### config.mk
export PLATFORM = sky130hd
export DESIGN_NAME = spi_slave
export DESIGN_NICKNAME = d
export VERILOG_FILES = /design/src/rtl/spi_pkg.sv /design/src/rtl/spi_sync_edge.sv /design/src/rtl/spi_slave.sv
export SDC_FILE = /design/constraint.sdc
export NUM_CORES = 1
export LEC_CHECK = 0
export BUFFER_PORTS_ARGS = -buffer_cell sky130_fd_sc_hd__buf_4
export CELL_PAD_IN_SITES_DETAIL_PLACEMENT = 0
export CELL_PAD_IN_SITES_GLOBAL_PLACEMENT = 1
export CORE_MARGIN = 1.5
export CORE_UTILIZATION = 46
export DETAILED_ROUTE_END_ITERATION = 6
export HOLD_SLACK_MARGIN = 0.1
export PLACE_DENSITY = 0.81
export SYNTH_ARGS = -nofsm -noshare
export SYNTH_HDL_FRONTEND = slang
export SYNTH_SLANG_ARGS = --single-unit
### constraint.sdc
create_clock -name clk -period 2.1 [get_ports clk]
set_input_delay 0.315 -clock clk [delete_from_list [all_inputs] [get_ports clk]]
set_output_delay 0.315 -clock clk [all_outputs]
set_load 0.05 [all_outputs]
### src/rtl/spi_pkg.sv
// Shared SPI definitions used by both ends of the link: modes, word length,
// status encoding and the slave state enum.
package spi_pkg;

  typedef enum logic [1:0] {
    MODE_POL_PHS_00 = 2'b00,
    MODE_POL_PHS_01 = 2'b01,
    MODE_POL_PHS_10 = 2'b10,
    MODE_POL_PHS_11 = 2'b11
  } spi_mode_t;

  localparam int unsigned DEFAULT_WORD_LENGTH = 8;

  localparam logic SPI_READY = 1'b1;
  localparam logic SPI_BUSY  = 1'b0;

  typedef enum logic [1:0] {
    StIdle,
    StLoad,
    StShift
  } spi_state_t;

  function automatic logic mode_cpol(spi_mode_t mode);
    return (mode == MODE_POL_PHS_10) || (mode == MODE_POL_PHS_11);
  endfunction

  function automatic logic mode_cpha(spi_mode_t mode);
    return (mode == MODE_POL_PHS_01) || (mode == MODE_POL_PHS_11);
  endfunction

endpackage

### src/rtl/spi_sync_edge.sv
// Two-flop synchroniser for an asynchronous pin plus one edge register;
// rise/fall are single-cycle strobes in the clk domain.
module spi_sync_edge (
  input  logic clk,
  input  logic rst,
  input  logic din,
  output logic rise,
  output logic fall
);

  logic [2:0] sync_q;

  always_ff @(posedge clk or posedge rst) begin
    if (rst) begin
      sync_q <= '0;
    end else begin
      sync_q <= {sync_q[1:0], din};
    end
  end

  assign rise = sync_q[1] & ~sync_q[2];
  assign fall = ~sync_q[1] & sync_q[2];

endmodule

### src/rtl/spi_slave.sv
// Oversampled SPI slave: pins are synchronised into clk, SCLK edges drive
// MSB-first RX deserialisation and TX serialisation from a holding register.
module spi_slave
  import spi_pkg::*;
#(
  parameter spi_mode_t   SPI_MODE    = MODE_POL_PHS_00,
  parameter int unsigned WORD_LENGTH = DEFAULT_WORD_LENGTH
) (
  input  logic                   clk,
  input  logic                   rst,
  input  logic                   SCLK,
  input  logic                   SSbar,
  input  logic                   MOSI,
  output logic                   MISO,
  output logic                   MISO_oe,
  input  logic [WORD_LENGTH-1:0] tx_data,
  input  logic                   tx_load,
  output logic                   tx_ready,
  output logic [WORD_LENGTH-1:0] RDATA,
  output logic                   rx_valid,
  output logic                   tx_underrun,
  output logic                   SPI_status_RDY_BSYbar
);

  localparam int unsigned CntW = $clog2(WORD_LENGTH + 1);
  localparam logic        Cpol = mode_cpol(SPI_MODE);
  localparam logic        Cpha = mode_cpha(SPI_MODE);
  localparam logic [CntW-1:0] Full = CntW'(WORD_LENGTH);

  logic sclk_rise, sclk_fall, ss_rise, ss_fall;
  logic [1:0] mosi_q;

  spi_sync_edge u_sclk_sync (
    .clk  (clk),
    .rst  (rst),
    .din  (SCLK),
    .rise (sclk_rise),
    .fall (sclk_fall)
  );

  spi_sync_edge u_ss_sync (
    .clk  (clk),
    .rst  (rst),
    .din  (SSbar),
    .rise (ss_rise),
    .fall (ss_fall)
  );

  // MOSI shares the SCLK synchroniser depth so data and edge stay aligned.
  always_ff @(posedge clk or posedge rst) begin
    if (rst) begin
      mosi_q <= '0;
    end else begin
      mosi_q <= {mosi_q[0], MOSI};
    end
  end

  spi_state_t             state_q;
  logic [WORD_LENGTH-1:0] tx_hold_q, tx_shift_q, rx_shift_q, rdata_q;
  logic [CntW-1:0]        bitcnt_q;
  logic                   tx_ready_q, miso_q, miso_oe_q, rx_valid_q, tx_underrun_q;

  logic lead_edge, trail_edge, sample_edge, shift_edge;
  logic [WORD_LENGTH-1:0] rx_next, load_word;
  logic [CntW-1:0]        bitcnt_next;
  logic                   underrun;

  assign lead_edge   = Cpol ? sclk_fall : sclk_rise;
  assign trail_edge  = Cpol ? sclk_rise : sclk_fall;
  assign sample_edge = Cpha ? trail_edge : lead_edge;
  // With CPHA=0 the MSB is already on MISO from LOAD, so a trailing edge before
  // the first sample (the previous word's last one) must not advance it.
  assign shift_edge  = Cpha ? lead_edge : (trail_edge && (bitcnt_q != '0));
  assign rx_next     = {rx_shift_q[WORD_LENGTH-2:0], mosi_q[1]};
  assign bitcnt_next = bitcnt_q + CntW'(1);

  always_comb begin
    load_word = '0;
    underrun  = 1'b0;
    if (tx_load && tx_ready_q) begin
      load_word = tx_data;
    end else if (!tx_ready_q) begin
      load_word = tx_hold_q;
    end else begin
      underrun = 1'b1;
    end
  end

  always_ff @(posedge clk or posedge rst) begin
    if (rst) begin
      state_q       <= StIdle;
      tx_hold_q     <= '0;
      tx_shift_q    <= '0;
      rx_shift_q    <= '0;
      rdata_q       <= '0;
      bitcnt_q      <= '0;
      tx_ready_q    <= 1'b1;
      miso_q        <= 1'b0;
      miso_oe_q     <= 1'b0;
      rx_valid_q    <= 1'b0;
      tx_underrun_q <= 1'b0;
    end else begin
      rx_valid_q    <= 1'b0;
      tx_underrun_q <= 1'b0;
      if (tx_load && tx_ready_q) begin
        tx_hold_q  <= tx_data;
        tx_ready_q <= 1'b0;
      end
      unique case (state_q)
        StIdle: begin
          miso_oe_q <= 1'b0;
          if (ss_fall) state_q <= StLoad;
        end
        StLoad: begin
          if (ss_rise) begin
            state_q   <= StIdle;
            miso_oe_q <= 1'b0;
            miso_q    <= 1'b0;
          end else begin
            tx_ready_q    <= 1'b1;
            tx_underrun_q <= underrun;
            tx_shift_q    <= Cpha ? load_word : (load_word << 1);
            if (!Cpha) miso_q <= load_word[WORD_LENGTH-1];
            miso_oe_q     <= 1'b1;
            bitcnt_q      <= '0;
            state_q       <= StShift;
          end
        end
        StShift: begin
          if (shift_edge) begin
            miso_q     <= tx_shift_q[WORD_LENGTH-1];
            tx_shift_q <= tx_shift_q << 1;
          end
          if (sample_edge) begin
            rx_shift_q <= rx_next;
            bitcnt_q   <= bitcnt_next;
          end
          if (sample_edge && (bitcnt_next == Full)) begin
            rdata_q    <= rx_next;
            rx_valid_q <= 1'b1;
            state_q    <= ss_rise ? StIdle : StLoad;
          end else if (ss_rise) begin
            state_q <= StIdle;
          end
          if (ss_rise) begin
            miso_oe_q <= 1'b0;
            miso_q    <= 1'b0;
          end
        end
        default: state_q <= StIdle;
      endcase
    end
  end

  assign MISO                  = miso_q;
  assign MISO_oe               = miso_oe_q;
  assign tx_ready              = tx_ready_q;
  assign RDATA                 = rdata_q;
  assign rx_valid              = rx_valid_q;
  assign tx_underrun           = tx_underrun_q;
  assign SPI_status_RDY_BSYbar = (state_q == StIdle) ? SPI_READY : SPI_BUSY;

endmodule

==> impl_metrics.csv, run 1 <==
group,metric,value,unit
detailed_routing,remaining_number_of_nets_flagged_by_the_antenna_check_after_routing,0,
logic_synthesis,ys_async_sr_fraction,100,%
detailed_routing,num_vias,1317,
clock_tree,clock_transition_at_the_register_clock_pins_on_the_worst_setup_and_hold_paths_after_cts,90,ps
global_routing,global_route_wire_length_before_repair,6.33,mm
logic_synthesis,syn_inst,161,
power_and_ir_drop,switching_power,751,µW
power_and_ir_drop,share_of_total_power_consumed_by_net_switching,29.9,%
placed_design,detailed_place.area,2360,µm²
global_routing,antenna_found_initial,0,
clock_tree,tritoncts_num_sinks,49,
logic_synthesis,synth.yosys.seq_area_share,58.8,%
global_routing,track_usage,16.4,%
logic_synthesis,synth-seq-cells,49,
power_and_ir_drop,ir_drop_worst_vdd,0.000518,V
critical_path,start_kind,"flop",
power_and_ir_drop,p_per_area,1010,nW/µm²
sta,grt_setup_unrepaired,"no",
sta,maxClockFrequency,528,MHz
layout,antenna_cells,0,
power_and_ir_drop,cellInternalPower,1760,µW
sta,tns,0,ps
critical_path,worst-path-max-fanout,7,
critical_path,r2r_cells,7,
floorplan,placementRows,24,
detailed_routing,route.detailed.vias_per_inst,5.33,
critical_path,critical_path_class,"flop to flop",
logic_synthesis,synth.net_count,178,
detailed_routing,drt_pass1_iterations,4,
logic_synthesis,synth_edf_count,0,
power_and_ir_drop,power.static_leakage,0.00119,µW
power_and_ir_drop,clockPowerShare,22.8,%
critical_path,cp-end-kind,"flop",
detailed_routing,drt_first_iter_violations,67,
floorplan,die_w,70.3,µm
critical_path,critPathArrivalTime,2090,ps
floorplan,fp.coreArea,4350,µm²
placed_design,io_buffers,27,
floorplan,initial_core_util,47.9,%
sta,timing.max_slew.rel_slack,57.7,%
logic_synthesis,synth.top_cells.by_area,"dfrtp_1 (58%), mux2_2 (15%), inv_1 (2.2%)",
floorplan,fp.dieArea,4950,µm²
hold_path,hold_class,"primary input to flop",
layout,area_delta_synth_final,18.7,%
global_routing,grt_max_degree,50,
sta,tightest_slew,635,ps
global_routing,grt_overflow,0,
placed_design,dp_hpwl,2.54,mm
sta,skew_final,5.64,ps
logic_synthesis,ys_types,36,
power_and_ir_drop,sequential_share_of_power,51.7,%
logic_synthesis,post-synth-top-area-fraction,57.6,%
global_routing,grt_pass1_vias,1334,
placed_design,globalplace.congestion,0.827,
clock_tree,ctsLongestPathBuffers,2,
floorplan,die_h,70.3,µm
sta,final_min_period_over_clock_period,90.2,%
sta,setup_violations,0,
logic_synthesis,post-synth-top-area-cell,"dfrtp_1",
sta,finalMaxSlewViolations,0,
layout,most-common-layout-cells,"dfrtp_1 (48), buf_4 (31), mux2_2 (27)",
sta,layout_min_cycle_time,1890,ps
layout,final_design_area_no_fill,2480,µm²
detailed_routing,wire_per_inst,14.5,µm
critical_path,timing.critical_path.required,2290,ps
clock_tree,cts_setup_buffers,0,
logic_synthesis,synth_warnings,0,
layout,share_of_cells_above_drive_strength_1,37.4,%
logic_synthesis,post_synth_instance_area,2090,µm²
logic_synthesis,synth.avg_cell_area,13.0,µm²
clock_tree,tritoncts.num_buffers,5,
clock_tree,htreeDepth,2,
detailed_routing,wirelength_routed,3.58,mm
hold_path,holdPathStages,1,
clock_tree,clock_tree_from_tritoncts,"yes",
outcome,run_status,"completed",
layout,most_frequent_standard_cell_in_the_layout_excluding_fill_and_tap_cells,"dfrtp_1",
power_and_ir_drop,power.share.combinational,25.5,%
floorplan,ioPinCount,28,
logic_synthesis,synth_flop_cell,"dfrtp_1",
clock_tree,cts_root_buffer,"clkbuf_8",
sta,final_hold_viol_count,0,
job,drv_cap,0,
detailed_routing,drc,0,
clock_tree,worst_skew_pair.late_latency,300,ps
layout,finish.net_count,211,
==> through the flow <==
step / total power, µW / std cells / util (%) / hold WS (ps) / setup slack [ps]
floorplan: 1780 / 161 / - / 331 / 355
global placement: 1920 / 238 / 54.2 / 334 / 215
detailed placement: 1960 / 238 / 54.2 / 337 / 137
CTS: 2540 / 246 / 56.4 / 106 / 124
global route: 2670 / 247 / 56.9 / 104 / 74.8
finish: 2510 / 247 / 56.9 / 121 / 206
==> power by group through the flow <==
stage / Clock, µW / Combinational [µW] / Sequential [µW]
global placement: 0 / 623 / 1300
CTS: 591 / 648 / 1300
floorplan: 0 / 444 / 1330
finish: 572 / 641 / 1300
global route: 628 / 709 / 1330
detailed placement: 0 / 647 / 1320
==> Yosys cell counts, types with 3 or more instances <==
| library cell | number |
|---|---|
| mux2i_1 | 4 |
| ha_1 | 3 |
| a221oi_1 | 4 |
| mux2_2 | 27 |
| a221o_1 | 4 |
| a22o_1 | 3 |
| o21ai_0 | 8 |
| nand2_1 | 6 |
| nor2_1 | 7 |
| nand2b_1 | 3 |
| inv_1 | 12 |
| a21oi_1 | 4 |
| dfrtp_1 | 48 |
==> state kept, by name, indices dropped and copies added, names as in the netlist <==
name	flops
MISO	1
tx_ready	1
bitcnt_q	4
u_ss_sync.sync_q	3
tx_shift_q	7
state_q	2
u_sclk_sync.sync_q	3
MISO_oe	1
RDATA	8
tx_hold_q	8
rx_shift_q	7
tx_underrun	1
mosi_q	2
rx_valid	1
==> cell type report <==
cell class / count / area (µm²)
Fill cell: 365 / 1880
Sequential cell: 49 / 1230
Multi-Input combinational cell: 94 / 800
Timing Repair Buffer: 32 / 243
Clock buffer: 6 / 82.6
Tap cell: 52 / 65.1
Inverter: 12 / 45.0
Clock inverter: 2 / 13.8
==> path summary, 6_finish.rpt <==
check,slack (ps),start,to
max,210,bitcnt_q[1],tx_shift_q[5]
min,120,SSbar,u_ss_sync.sync_q[0]
max reg2reg,210,bitcnt_q[1],tx_shift_q[5]
min reg2reg,350,u_ss_sync.sync_q[0],u_ss_sync.sync_q[1]
max in group asynchronous,1530,rst,tx_hold_q[7]
min in group asynchronous,170,rst,RDATA[3]
==> critical path, cell delays in order, from the launching register on <==
cell      delay (ps)
dfrtp_1          470
inv_1             70
ha_1             190
inv_1             50
o311ai_0         110
buf_4            170
o21ai_2          350
mux2_2           390
==> cell families after synthesis <==
family	count (synthesis)	share of synthesized area (%)
DFF	49	58.8
AOI/OAI and AO/OA	33	11.9
and+or+nand+nor	27	7.38
adders and majority gates	3	1.80
muxes	31	16.5
buffers and inverters	18	3.54
==> what timing repair did <==
item                                    in CTS  in global routing
gates resized for setup                      0                  1
hold buffers                                 0                  1
endpoints found under the hold margin        0                  1
endpoints found under the setup margin       0                  8
==> per-layer routing <==
| layer | GRT usage (%) | wire length [µm] | vias to the layer above |
|---|---|---|---|
| met1 | 21.3 | 1600 | 644 |
| li1 | - | - | 640 |
| met3 | 5.63 | 185 | 6 |
| met4 | 5.56 | 54 | 0 |
| met5 | 0 | 0 | - |
| met2 | 25.8 | 1730 | 27 |
No activity file was read; power rests on OpenSTA's default activity.
==> run 2: changes to the inputs <==
--- a/config.mk
+++ b/config.mk
@@ -13,6 +13,7 @@
 export DETAILED_ROUTE_END_ITERATION = 6
 export HOLD_SLACK_MARGIN = 0.1
 export PLACE_DENSITY = 0.81
+export SETUP_SLACK_MARGIN = 0.3
 export SYNTH_ARGS = -nofsm -noshare
 export SYNTH_HDL_FRONTEND = slang
 export SYNTH_SLANG_ARGS = --single-unit
==> run 2 against run 1 <==
  * Clock skew grew 1.6 ps
  * Critical path depth shrank 1
  * Non-clock buffer count increased by 8
  * Flip-flop and latch count unchanged
  * Die area stayed put
  * Count of clock-buffer cells in the layout did not move
  * Design area grew 4.7%
  * Utilization rose by 2.7 points
  * Combinational power up 8.0%
  * Total power grew 2.0%
  * Worst setup slack better by 93 ps
  * First-iteration DRC count grew 24%
==> impl_metrics.csv, run 2 (synthesized netlist as in run 1, its figures left out) <==
group,metric,value,unit
global_routing,grt_overflow,0,
outcome,run_status,"completed",
global_routing,met1_usage,21.4,%
critical_path,timing.critical_path.required,2290,ps
floorplan,initial_core_util,47.9,%
clock_tree,clock_tree_from_tritoncts,"yes",
sta,setup_slack,299,ps
layout,antenna_cells,0,
sta,grt_setup_unrepaired,"yes",
sta,tightest_slew,600,ps
sta,timing.max_slew.rel_slack,60.0,%
critical_path,critical_path.max_stage_delay,390,ps
sta,maxClockFrequency,555,MHz
hold_path,timing.hold.worst.start,"SSbar",
floorplan,fp.coreArea,4350,µm²
global_routing,grt_pass1_vias,1364,
clock_tree,htreeDepth,2,
layout,finish.net_count,220,
global_routing,global_route.usage.met3,5.63,%
critical_path,start_kind,"flop",
placed_design,globalplace.congestion,0.827,
floorplan,fp.dieArea,4950,µm²
sta,fin_worst_hold_slack,121,ps
clock_tree,worst_skew_pair.late_latency,300,ps
critical_path,worst-path-max-fanout,6,
power_and_ir_drop,power.static_leakage,0.00124,µW
floorplan,placementRows,24,
detailed_routing,route.detailed.vias_per_inst,5.30,
layout,share_of_cells_above_drive_strength_1,42.6,%
critical_path,cp-end-kind,"flop",
power_and_ir_drop,power.share.combinational,27.0,%
hold_path,hold_class,"primary input to flop",
critical_path,critical-path-slowest-cell,"dfrtp_1",
global_routing,grt.met2_usage,26.6,%
global_routing,grt_max_degree,50,
critical_path,reg_to_reg_startpoint,"bitcnt_q[0]",
global_routing,global_route_wire_length_before_repair,6.44,mm
sta,tns,0,ps
critical_path,critPathArrivalTime,1990,ps
global_routing,antenna_found_initial,0,
critical_path,cp_cell_sequence,"buf_4, ha_2, nor2_1, a21oi_4, o21ai_4, mux2_2",
power_and_ir_drop,switching_power,769,µW
power_and_ir_drop,clockPowerShare,22.2,%
power_and_ir_drop,p_per_area,988,nW/µm²
global_routing,grt-busiest-layer,"met2",
layout,most_frequent_standard_cell_in_the_layout_excluding_fill_and_tap_cells,"dfrtp_1",
global_routing,track_usage,16.7,%
critical_path,cp-startpoint,"bitcnt_q[0]",
clock_tree,cts_root_buffer,"clkbuf_8",
placed_design,pre_cts_slack,137,ps
sta,finalMaxSlewViolations,0,
detailed_routing,wire_per_inst,14.8,µm
clock_tree,tritoncts.num_buffers,5,
placed_design,io_buffers,27,
floorplan,ioPinCount,28,
power_and_ir_drop,sequential_share_of_power,50.8,%
job,drv_cap,0,
detailed_routing,drt_pass1_iterations,4,
detailed_routing,drt_first_iter_violations,83,
layout,area_delta_synth_final,24.3,%
power_and_ir_drop,share_of_total_power_consumed_by_net_switching,30.0,%
detailed_routing,remaining_number_of_nets_flagged_by_the_antenna_check_after_routing,0,
sta,setup_violations,0,
critical_path,worst-path-buf-inv,1,
sta,skew_final,7.28,ps
clock_tree,tritoncts_num_sinks,49,
placed_design,dp_hpwl,2.54,mm
power_and_ir_drop,cellInternalPower,1790,µW
power_and_ir_drop,ir_drop_worst_vdd,0.000517,V
detailed_routing,drc,0,
clock_tree,clock_transition_at_the_register_clock_pins_on_the_worst_setup_and_hold_paths_after_cts,90,ps
layout,most-common-layout-cells,"dfrtp_1 (46), buf_4 (39), mux2_2 (23)",
critical_path,critical_path_class,"flop to flop",
detailed_routing,wirelength_routed,3.78,mm
clock_tree,ctsLongestPathBuffers,2,
sta,layout_min_cycle_time,1800,ps
floorplan,die_w,70.3,µm
sta,final_hold_viol_count,0,
critical_path,crit_family,"flip-flops",
sta,final_min_period_over_clock_period,85.8,%
detailed_routing,num_vias,1357,
power_and_ir_drop,power,2560,µW
floorplan,die_h,70.3,µm
## run 2: changes by cell type in the layout (fill, tap and decap cells not counted), sizes merged
cell	previous run	this run
buf	31	39
o21ai	10	11
## run 2: final timing paths
| kind | to | slack (ps) | depth (start not counted) |
|---|---|---|---|
| worst min register to register | u_ss_sync.sync_q[1] | 360 | 0 |
| worst max register to register | RDATA[4] | 300 | 6 |
| worst max-delay path | RDATA[4] | 300 | 6 |
| min in group asynchronous | RDATA[3] | 160 | 3 |
| worst min-delay path | u_ss_sync.sync_q[0] | 120 | 1 |
| max in group asynchronous | bitcnt_q[1] | 1490 | 3 |
## run 2: power by group through the flow
stage	registers (µW)	logic, µW	clock network (µW)
2_1_floorplan	1330	444	0
3_3_place_gp	1300	623	0
3_5_place_dp	1320	647	0
4_1_cts	1300	661	591
5_1_grt	1330	761	629
6_report	1300	692	570
## run 2: layer usage
metal,vias up,share of wire [%]
met4,0,1.4
met3,6,4.8
met2,27,48
met5,-,0
met1,666,46
li1,658,-
## run 2: through the flow
| stage | instances | utilization, % | cell area (µm²) |
|---|---|---|---|
| finish | 256 | 59.5 | 2590 |
| global route | 256 | 59.5 | 2590 |
| CTS | 250 | 57.6 | 2510 |
| detailed placement | 238 | 54.2 | 2360 |
| global placement | 238 | 54.2 | 2360 |
| floorplan | 161 | - | 2090 |
## run 2: area by class of cell
class                      count  area (µm²)
clock buffer                   6        82.6
clock inverter                 2        13.8
fill                         365        1760
inverter                      12        45.0
multi-input combinational     95         853
sequential                    49        1230
tap                           52        65.1
timing repair buffer          40         303
## run 2: timing repair
action	4_1_cts	5_1_grt
cloned	1	0
hold endpoints to repair	0	1
resized for setup	4	9
setup endpoints to repair	11	13
pin swaps	3	5
hold buffers	0	1
buffers inserted	3	5
